<file path="src/rtl/pipe_ctrl_pkg.sv">
// Shared encodings, stage indices and mask helper for pipe_ctrl.
// Counter feature macro: PIPE_PERF_CNT_EN.
package pipe_ctrl_pkg;

  localparam logic [1:0] PIPE_RUN   = 2'd0;
  localparam logic [1:0] PIPE_DRAIN = 2'd1;
  localparam logic [1:0] PIPE_FLUSH = 2'd2;

  localparam int IF  = 0;
  localparam int ID  = 1;
  localparam int EXE = 2;
  localparam int MEM = 3;
  localparam int WB  = 4;

  // bits 0..hi set; hi < 0 gives an empty mask
  function automatic logic [7:0] low_mask(input int hi);
    logic [7:0] m;
    m = '0;
    for (int i = 0; i < 8; i++)
      m[i] = (i <= hi);
    return m;
  endfunction

endpackage

</file>
<file path="src/rtl/pipe_hold_chain.sv">
// Combinational hold chain, load enables and bubble insertion
// for the pipeline sequencing controller.
module pipe_hold_chain
  import pipe_ctrl_pkg::*;
#(
  parameter int STAGES = 5
) (
  input  logic [STAGES-1:0] stall_req,
  input  logic [STAGES-1:0] valid,
  input  logic [STAGES-1:0] freeze,
  input  logic [STAGES-1:0] force_ld,
  output logic [STAGES-1:0] hold,
  output logic [STAGES-1:0] en,
  output logic [STAGES-1:0] bub
);

  // an empty stage absorbs the hold from downstream
  always_comb begin
    hold = '0;
    hold[STAGES-1] = stall_req[STAGES-1];
    for (int i = STAGES-2; i >= 0; i--)
      hold[i] = stall_req[i]
              | (valid[i] & hold[i+1]);
  end

  assign en = force_ld | (~hold & ~freeze);

  always_comb begin
    bub = force_ld;
    for (int i = 1; i < STAGES; i++)
      bub[i] = force_ld[i]
             | (en[i] & (~en[i-1] | ~valid[i-1]));
  end

endmodule

</file>
<file path="src/rtl/pipe_ctrl.sv">
// Pipeline sequencing controller: enables, bubbles, valid tracking
// and drain/flush exception FSM. Optional macro: PIPE_PERF_CNT_EN.
module pipe_ctrl
  import pipe_ctrl_pkg::*;
#(
  parameter int STAGES         = 5,
  parameter int EXC_STAGE      = 3,
  parameter int REDIRECT_STAGE = 1,
  parameter int DELAY_SLOT     = 1
) (
  input  logic              clk,
  input  logic              rst_n,
  input  logic [STAGES-1:0] stall_req,
  input  logic              exc_req,
  input  logic              redirect,
  output logic [STAGES-1:0] stage_en,
  output logic [STAGES-1:0] stage_rst,
  output logic [STAGES-1:0] stage_valid,
  output logic [STAGES-1:0] stage_lock,
  output logic              exc_commit,
  output logic              draining,
  input  logic [2:0]        perf_sel,
  output logic [31:0]       perf_data
);

  localparam int FL_HI = REDIRECT_STAGE - 1 - DELAY_SLOT;

  localparam logic [7:0] EXC_M8 = low_mask(EXC_STAGE);
  localparam logic [7:0] RDR_M8 = low_mask(FL_HI);
  localparam logic [7:0] NXT_M8 = 8'd1 << (EXC_STAGE + 1);

  localparam logic [STAGES-1:0] EXC_M = EXC_M8[STAGES-1:0];
  localparam logic [STAGES-1:0] RDR_M = RDR_M8[STAGES-1:0];
  localparam logic [STAGES-1:0] NXT_M = NXT_M8[STAGES-1:0];

  logic [1:0]        state_q, state_d;
  logic [STAGES-1:0] valid_q, valid_d;
  logic [STAGES-1:0] hold, en, bub;
  logic [STAGES-1:0] freeze, force_ld;
  logic              in_run, in_drain, in_flush;
  logic              exc_go, rdr_go, stall_clr;

  assign in_run   = (state_q == PIPE_RUN);
  assign in_drain = (state_q == PIPE_DRAIN);
  assign in_flush = (state_q == PIPE_FLUSH);

  assign exc_go = in_run & exc_req
                & valid_q[EXC_STAGE];

  assign rdr_go = in_run & ~exc_go & redirect
                & valid_q[REDIRECT_STAGE]
                & ~hold[REDIRECT_STAGE];

  assign stall_clr = ~|(stall_req & EXC_M);

  // freeze already on the detect cycle so the
  // faulting instruction never leaves EXC_STAGE
  always_comb begin
    freeze = '0;
    if (in_drain | exc_go)
      freeze = EXC_M;
    else if (in_flush)
      freeze = NXT_M;
  end

  always_comb begin
    force_ld = '0;
    if (in_flush)
      force_ld = EXC_M;
    else if (rdr_go)
      force_ld = RDR_M;
  end

  pipe_hold_chain #(
    .STAGES(STAGES)
  ) u_hold (
    .stall_req(stall_req),
    .valid    (valid_q),
    .freeze   (freeze),
    .force_ld (force_ld),
    .hold     (hold),
    .en       (en),
    .bub      (bub)
  );

  always_comb begin
    state_d = state_q;
    unique case (1'b1)
      in_run:   if (exc_go) state_d = PIPE_DRAIN;
      in_drain: if (stall_clr) state_d = PIPE_FLUSH;
      in_flush: state_d = PIPE_RUN;
      default:  state_d = PIPE_RUN;
    endcase
  end

  always_comb begin
    valid_d = valid_q;
    valid_d[0] = 1'b1;
    for (int i = 1; i < STAGES; i++)
      if (en[i])
        valid_d[i] = valid_q[i-1] & ~bub[i];
  end

  always_ff @(posedge clk or negedge rst_n) begin
    if (!rst_n) begin
      state_q <= PIPE_RUN;
      valid_q <= '0;
    end else begin
      state_q <= state_d;
      valid_q <= valid_d;
    end
  end

  always_comb begin
    stage_valid = valid_q & {STAGES{rst_n}};
    stage_valid[0] = valid_q[0] & rst_n & ~in_flush;
  end

  assign stage_en   = en & {STAGES{rst_n}};
  assign stage_rst  = bub | {STAGES{~rst_n}};
  assign stage_lock = ~stage_en;
  assign exc_commit = in_flush & rst_n;
  assign draining   = in_drain & rst_n;

`ifdef PIPE_PERF_CNT_EN
  logic [31:0] cnt_q [STAGES];
  logic [31:0] cnt_d [STAGES];

  always_comb begin
    for (int i = 0; i < STAGES; i++) begin
      cnt_d[i] = cnt_q[i];
      if (hold[i] & valid_q[i] & ~&cnt_q[i])
        cnt_d[i] = cnt_q[i] + 32'd1;
    end
  end

  always_ff @(posedge clk or negedge rst_n) begin
    if (!rst_n) begin
      for (int i = 0; i < STAGES; i++)
        cnt_q[i] <= '0;
    end else begin
      for (int i = 0; i < STAGES; i++)
        cnt_q[i] <= cnt_d[i];
    end
  end

  always_comb begin
    perf_data = '0;
    for (int i = 0; i < STAGES; i++)
      if (perf_sel == 3'(i))
        perf_data = cnt_q[i];
  end
`else
  logic unused_perf;
  assign unused_perf = ^perf_sel;
  assign perf_data   = '0;
`endif

endmodule

</file>
<file path="config.mk">
export PLATFORM = sky130hd
export DESIGN_NAME = pipe_ctrl
export DESIGN_NICKNAME = d
export VERILOG_FILES = /design/src/rtl/pipe_ctrl_pkg.sv /design/src/rtl/pipe_hold_chain.sv /design/src/rtl/pipe_ctrl.sv
export SDC_FILE = /design/constraint.sdc
export NUM_CORES = 1
export LEC_CHECK = 0
export CAP_MARGIN = 10
export CORE_UTILIZATION = 35
export CTS_CLUSTER_DIAMETER = 30
export DETAILED_ROUTE_END_ITERATION = 8
export MAX_ROUTING_LAYER = met4
export PLACE_DENSITY = 0.89
export SETUP_SLACK_MARGIN = 0.02
export SLEW_MARGIN = 20
export SYNTH_ARGS = -nofsm -noshare
export SYNTH_HDL_FRONTEND = slang
export SYNTH_SLANG_ARGS = --single-unit
</file>
<file path="constraint.sdc">
create_clock -name clk -period 3.39 [get_ports clk]
set_input_delay 0.678 -clock clk [delete_from_list [all_inputs] [get_ports clk]]
set_output_delay 0.678 -clock clk [all_outputs]
set_load 0.1 [all_outputs]
</file>
==> out/metrics.cfg, run 1 <==
[die]
core-area_um2 = 2190
io_pins = 66
die_h_um = 50.0
std_cell_rows = 17
die-area_um2 = 2500
fp.dieW_um = 50.0
start_util_pct = 36.8

[sta]
final_hold_viol_count = 0
holdWs_ns = 0.507
setup_viol = 0
setup_tns_ns = 0
final.period_utilization_pct = 91.7
fin_ws_ns = 0.281
worst_clock_skew_ns = 0.00483
min_period_ns = 3.11
rsz0062_at_grt = false
fmax_ghz = 0.322
slew_violations = 0

[critical_path]
cpLargestDelayFamily = buffers and inverters
crit_arrival_ns = 2.43
cp_slowest_cell = clkdlybuf4s50_1
crit_path_start_kind = input port
critPathLaunch = stall_req[4]
crit_type = in2out
reg2regPathDepth = 4
crit_path_max_fanout = 6
reg2reg_slack_ns = 1.85
crit_chain = clkdlybuf4s50_1 > a211oi_2 > o21bai_1 > nor4b_2 > o21ai_1 > buf_12
crit_buf_inv = 2
critPathRequiredTime_ns = 2.71
rr_startpoint = valid_q[3]$_DFFE_PN0N_
max_stage_delay_ns = 0.53
crit_path_end_kind = primary output
r2r-end = valid_q[4]$_DFFE_PN0P_

[finish]
nNetsFinal = 146
nFillCells = 190
final_cells = 161
mostFrequentLayoutCells = conb_1, buf_12
antenna_cells = 0
layout_commonest_cell = conb_1
drive_gt1_share_pct = 28.6
area_growth_pct = 58.2

[logic_synthesis]
synth-seq-cells = 7
synth_cells = 102
yosysWarnings = 0
synth.cell_area_um2 = 806
ys_types = 30
syn_area_per_cell_um2 = 7.90
seq_area_frac_synth_pct = 21.7

[global_routing]
grt.total_usage_pct = 14.8
grt_pass1_vias = 599
grt_antenna_before_repair = 0
overflow = 0
grt_start_max_net_pins = 15
grt_first_pass_wirelength_um = 2690

[placement]
hpwl_um = 1430
pre_cts_slack_ns = 0.318
io_buffers = 29
dp.cells = 157
place.gp.congestion = 0.840

[min_path]
hp-class = reg2reg
min_to = valid_q[4]$_DFFE_PN0P_
min_from = valid_q[4]$_DFFE_PN0P_
whs_path_depth = 1

[detailed_routing]
drt_iter0_drc = 23
wl_per_cell_um = 10.3
post-route-drc-count = 0
wl_um = 1660
firstDrtPassIters = 4
viasPerCell = 4.26
vias = 686
ant_nets = 0

[clocking]
cts.sinks = 7
clkTransAtPathRegs_ns = 0.05
cts_htree_levels = 1
post-cts-setup-buffers = 0
clk_latency_ns = 0.26
post_cts_resized = 0
clockBufferDepth = 2
ctsHoldBuffers = 0
cts_buffers = 3
cts_tree = done
clockRootBuffer = clkbuf_4

[outcome]
status = completed

[run]
cap_violations = 0

[power]
peakVddDrop_v = 0.000433
power.density_nw_per_um2 = 855
p_leak_uw = 0.000604

-- metrics by stage --
stage	total power, µW	area [µm²]	utilization, %
after floorplan	788	942	-
after global placement	998	1250	57.0
after detailed placement	1010	1250	57.0
after CTS	1090	1270	58.2
after global routing	1130	1270	58.2
final	1090	1270	58.2
-- power by group --
part	switching, µW	internal [µW]	total (µW)
clock network	34.0	45.1	79.1
registers	29.8	107	137
logic	622	251	874
-- worst reg2reg max path, stage by stage (launching register included) --
cell,delay [ns]
dfrtp_1,0.44
a21oi_1,0.31
nor2_1,0.12
nor3b_1,0.38
mux2_2,0.23
-- cell usage after synthesis (all sizes together) --
cell type,instances,share of area (%)
o31ai,1,0.93
buf,34,31
and3,1,0.78
a22oi,1,0.93
a21o,1,0.93
mux2i,2,2.5
or2,2,1.6
o21bai,2,1.9
nor4b,1,1.9
a31o,1,1.1
inv,2,0.93
nor2b,4,3.1
nor3b,3,2.8
a31oi,1,0.78
o21ai,5,3.1
a211oi,1,1.6
dfrtp,7,22
mux2,1,1.4
nor4,1,0.78
nor2,5,2.3
clkbuf,1,0.47
nand2,7,3.3
nand2b,3,2.3
o22ai,1,1.6
conb,2,0.93
a21oi,2,1.2
and2,7,5.4
o211ai,1,0.93
o21a,2,1.9
-- how the worst max path moves through the flow --
| stage | to | cells past startpoint |
|---|---|---|
| floorplan | stage_rst[1] | 4 |
| global placement | stage_rst[1] | 6 |
| detailed placement | stage_rst[1] | 6 |
| CTS | stage_rst[1] | 6 |
| global route | stage_rst[1] | 6 |
| finish | stage_rst[1] | 6 |
-- sequential cells by signal, summed over array words and instances, names as in the netlist --
signal   cells
state_q      2
valid_q      5
-- per-layer routing --
layer  wire length, µm  GRT usage, %  vias to the layer above
met3               138          4.32                        4
met5                 0             -                        -
met1               653          15.5                      307
met4                28          9.05                        0
li1                  -             -                      336
met2               842          24.2                       39
-- cell type report --
cell class / instances / area [µm²] / share of cell area, %
repair buffers: 31 / 526 / 41.2
flip-flops and latches: 7 / 175 / 13.7
inverters: 2 / 11.3 / 0.883
multi-input cells: 89 / 502 / 39.4
clock buffers: 4 / 26.3 / 2.06
well taps: 28 / 35.0 / 2.75
-- logic make-up after synthesis --
family,after synthesis,share of synthesized area [%]
flops,7,21.7
other cells,2,0.932
buf+inv,37,32.5
simple gates,34,24.2
mux,3,3.88
compound gates,19,16.8
No activity file was read; power rests on OpenSTA's default activity.
==> inputs of run 2 (changes only) <==
- CORE_MARGIN: not set -> 4
==> out/metrics.cfg, run 2 (synthesized netlist as in run 1, its figures left out) <==
[detailed_routing]
top_layer = met4  ; unchanged
ant_nets = 0  ; unchanged
post-route-drc-count = 0  ; unchanged
dr_wl_met3_um = 170  ; was 138 µm
drt_iter0_drc = 9  ; was 23
vias = 703  ; was 686
wl_per_cell_um = 11.5  ; was 10.3 µm
firstDrtPassIters = 4  ; unchanged
wl_met2_um = 968  ; was 842 µm
viasPerCell = 4.39  ; was 4.26
m1WireLength_um = 684  ; was 653 µm
wl_um = 1850  ; was 1660 µm

[global_routing]
grt_first_pass_wirelength_um = 3000  ; was 2690 µm
grt.total_usage_pct = 12.3  ; was 14.8%
grt_pass1_vias = 646  ; was 599
grt_start_max_net_pins = 18  ; was 15
overflow = 0  ; unchanged
grt_antenna_before_repair = 0  ; unchanged

[critical_path]
crit_path_max_fanout = 6  ; unchanged
cp_slowest_cell = clkdlybuf4s50_1  ; unchanged
max_stage_delay_ns = 0.53  ; about the same
crit_path_end_kind = primary output  ; unchanged
crit_chain = clkdlybuf4s50_1 > a211oi_2 > o21bai_1 > nor4b_2 > o21ai_1 > buf_12  ; unchanged
critPathRequiredTime_ns = 2.71  ; about the same
crit_path_start_kind = input port  ; unchanged
r2r-end = valid_q[4]$_DFFE_PN0P_  ; unchanged
rr_startpoint = valid_q[3]$_DFFE_PN0N_  ; unchanged
reg2reg_slack_ns = 1.81  ; was 1.85 ns
crit_arrival_ns = 2.36  ; was 2.43 ns
crit_buf_inv = 2  ; unchanged
cpLargestDelayFamily = buffers and inverters  ; unchanged
reg2regPathDepth = 4  ; unchanged
crit_type = in2out  ; unchanged

[clocking]
cts_htree_levels = 1  ; unchanged
clockRootBuffer = clkbuf_4  ; unchanged
post-cts-setup-buffers = 0  ; unchanged
clk_latency_ns = 0.26  ; about the same
clkTransAtPathRegs_ns = 0.06  ; was 0.05 ns
post_cts_resized = 0  ; unchanged
ctsHoldBuffers = 0  ; unchanged
cts.sinks = 7  ; unchanged
cts_tree = done  ; unchanged
cts_buffers = 3  ; unchanged
clockBufferDepth = 2  ; unchanged

[min_path]
hp-class = reg2reg  ; unchanged
min_from = valid_q[4]$_DFFE_PN0P_  ; unchanged
whs_path_depth = 1  ; unchanged
min_to = valid_q[4]$_DFFE_PN0P_  ; unchanged

[sta]
setup_tns_ns = 0  ; unchanged
rsz0062_at_grt = false  ; unchanged
fmax_ghz = 0.329  ; was 0.322 GHz
worst_clock_skew_ns = 0.00308  ; was 0.00483 ns
min_period_ns = 3.04  ; was 3.11 ns
slew_violations = 0  ; unchanged
final_hold_viol_count = 0  ; unchanged
holdWs_ns = 0.507  ; about the same
final.period_utilization_pct = 89.7  ; was 91.7%
setup_viol = 0  ; unchanged

[placement]
io_buffers = 29  ; unchanged
placed_area_um2 = 1240  ; was 1250 µm²
place.gp.congestion = 0.848  ; was 0.840
hpwl_um = 1600  ; was 1430 µm

[finish]
mostFrequentLayoutCells = conb_1, buf_12  ; unchanged
nNetsFinal = 145  ; was 146
layout_commonest_cell = conb_1  ; unchanged
antenna_cells = 0  ; unchanged
largest_register_ffs = 5  ; unchanged
reg_top3 = valid_q: 5 flops, state_q: 2 flops  ; unchanged
fin_area_um2 = 1270  ; about the same
drive_gt1_share_pct = 28.0  ; was 28.6%
area_growth_pct = 57.3  ; was 58.2%
top_register = valid_q  ; unchanged

[power]
peakVddDrop_v = 0.000495  ; was 0.000433 V
switchingPower_uw = 690  ; was 686 µW
power.share.switching_pct = 63.1  ; was 63.0%
p_leak_uw = 0.000599  ; was 0.000604 µW
intPower_uw = 403  ; was 404 µW
clock_power_share_pct = 7.4  ; was 7.3%
power.density_nw_per_um2 = 862  ; was 855 nW/µm²
pwr-share-comb_pct = 80.0  ; was 80.2%
seqPwrFrac_pct = 12.7  ; was 12.6%

[outcome]
status = completed  ; unchanged

[run]
cap_violations = 0  ; unchanged

[die]
start_util_pct = 36.4  ; was 36.8%
die-area_um2 = 3130  ; was 2500 µm²
fp.dieW_um = 56.0  ; was 50.0 µm
die_h_um = 56.0  ; was 50.0 µm
core-area_um2 = 2210  ; was 2190 µm²
std_cell_rows = 17  ; unchanged
io_pins = 66  ; unchanged

run 2: cell type report:
type / instances / area, µm²
repair buffers: 30 / 518
flip-flops and latches: 7 / 175
multi-input cells: 89 / 502
fillers: 189 / 945
clock buffers: 4 / 26.3
well taps: 28 / 35.0
inverters: 2 / 11.3
run 2: layer usage:
layer | GRT usage, % | up-vias
li1 | - | 336
met1 | 13.7 | 321
met2 | 21.0 | 43
met3 | 2.55 | 3
met4 | 5.42 | 0
met5 | - | -
run 2: worst max-delay path by stage:
stage	slack, ns	cells past startpoint	from	end
floorplan	0.09	4	stall_req[4]	stage_rst[1]
global placement	0.39	6	stall_req[4]	stage_rst[1]
detailed placement	0.35	6	stall_req[4]	stage_rst[1]
CTS	0.35	6	stall_req[4]	stage_rst[1]
global route	0.21	6	stall_req[4]	stage_rst[1]
finish	0.35	6	stall_req[4]	stage_rst[1]
run 2: per-stage QoR:
step                setup slack [ns]  total power [µW]  std cells  util, %
floorplan                     0.0934               788        133        -
global placement               0.386              1000        156     56.1
detailed placement             0.351              1010        156     56.1
CTS                            0.347              1100        160     57.3
global route                   0.210              1140        160     57.3
finish                         0.350              1090        160     57.3
run 2: power by group through the flow:
stage | registers [µW] | logic, µW | clock network, µW
after floorplan | 129 | 659 | 0
after global placement | 135 | 864 | 0
after detailed placement | 138 | 876 | 0
after CTS | 137 | 878 | 82.3
after global routing | 144 | 908 | 86.0
final | 138 | 873 | 80.5
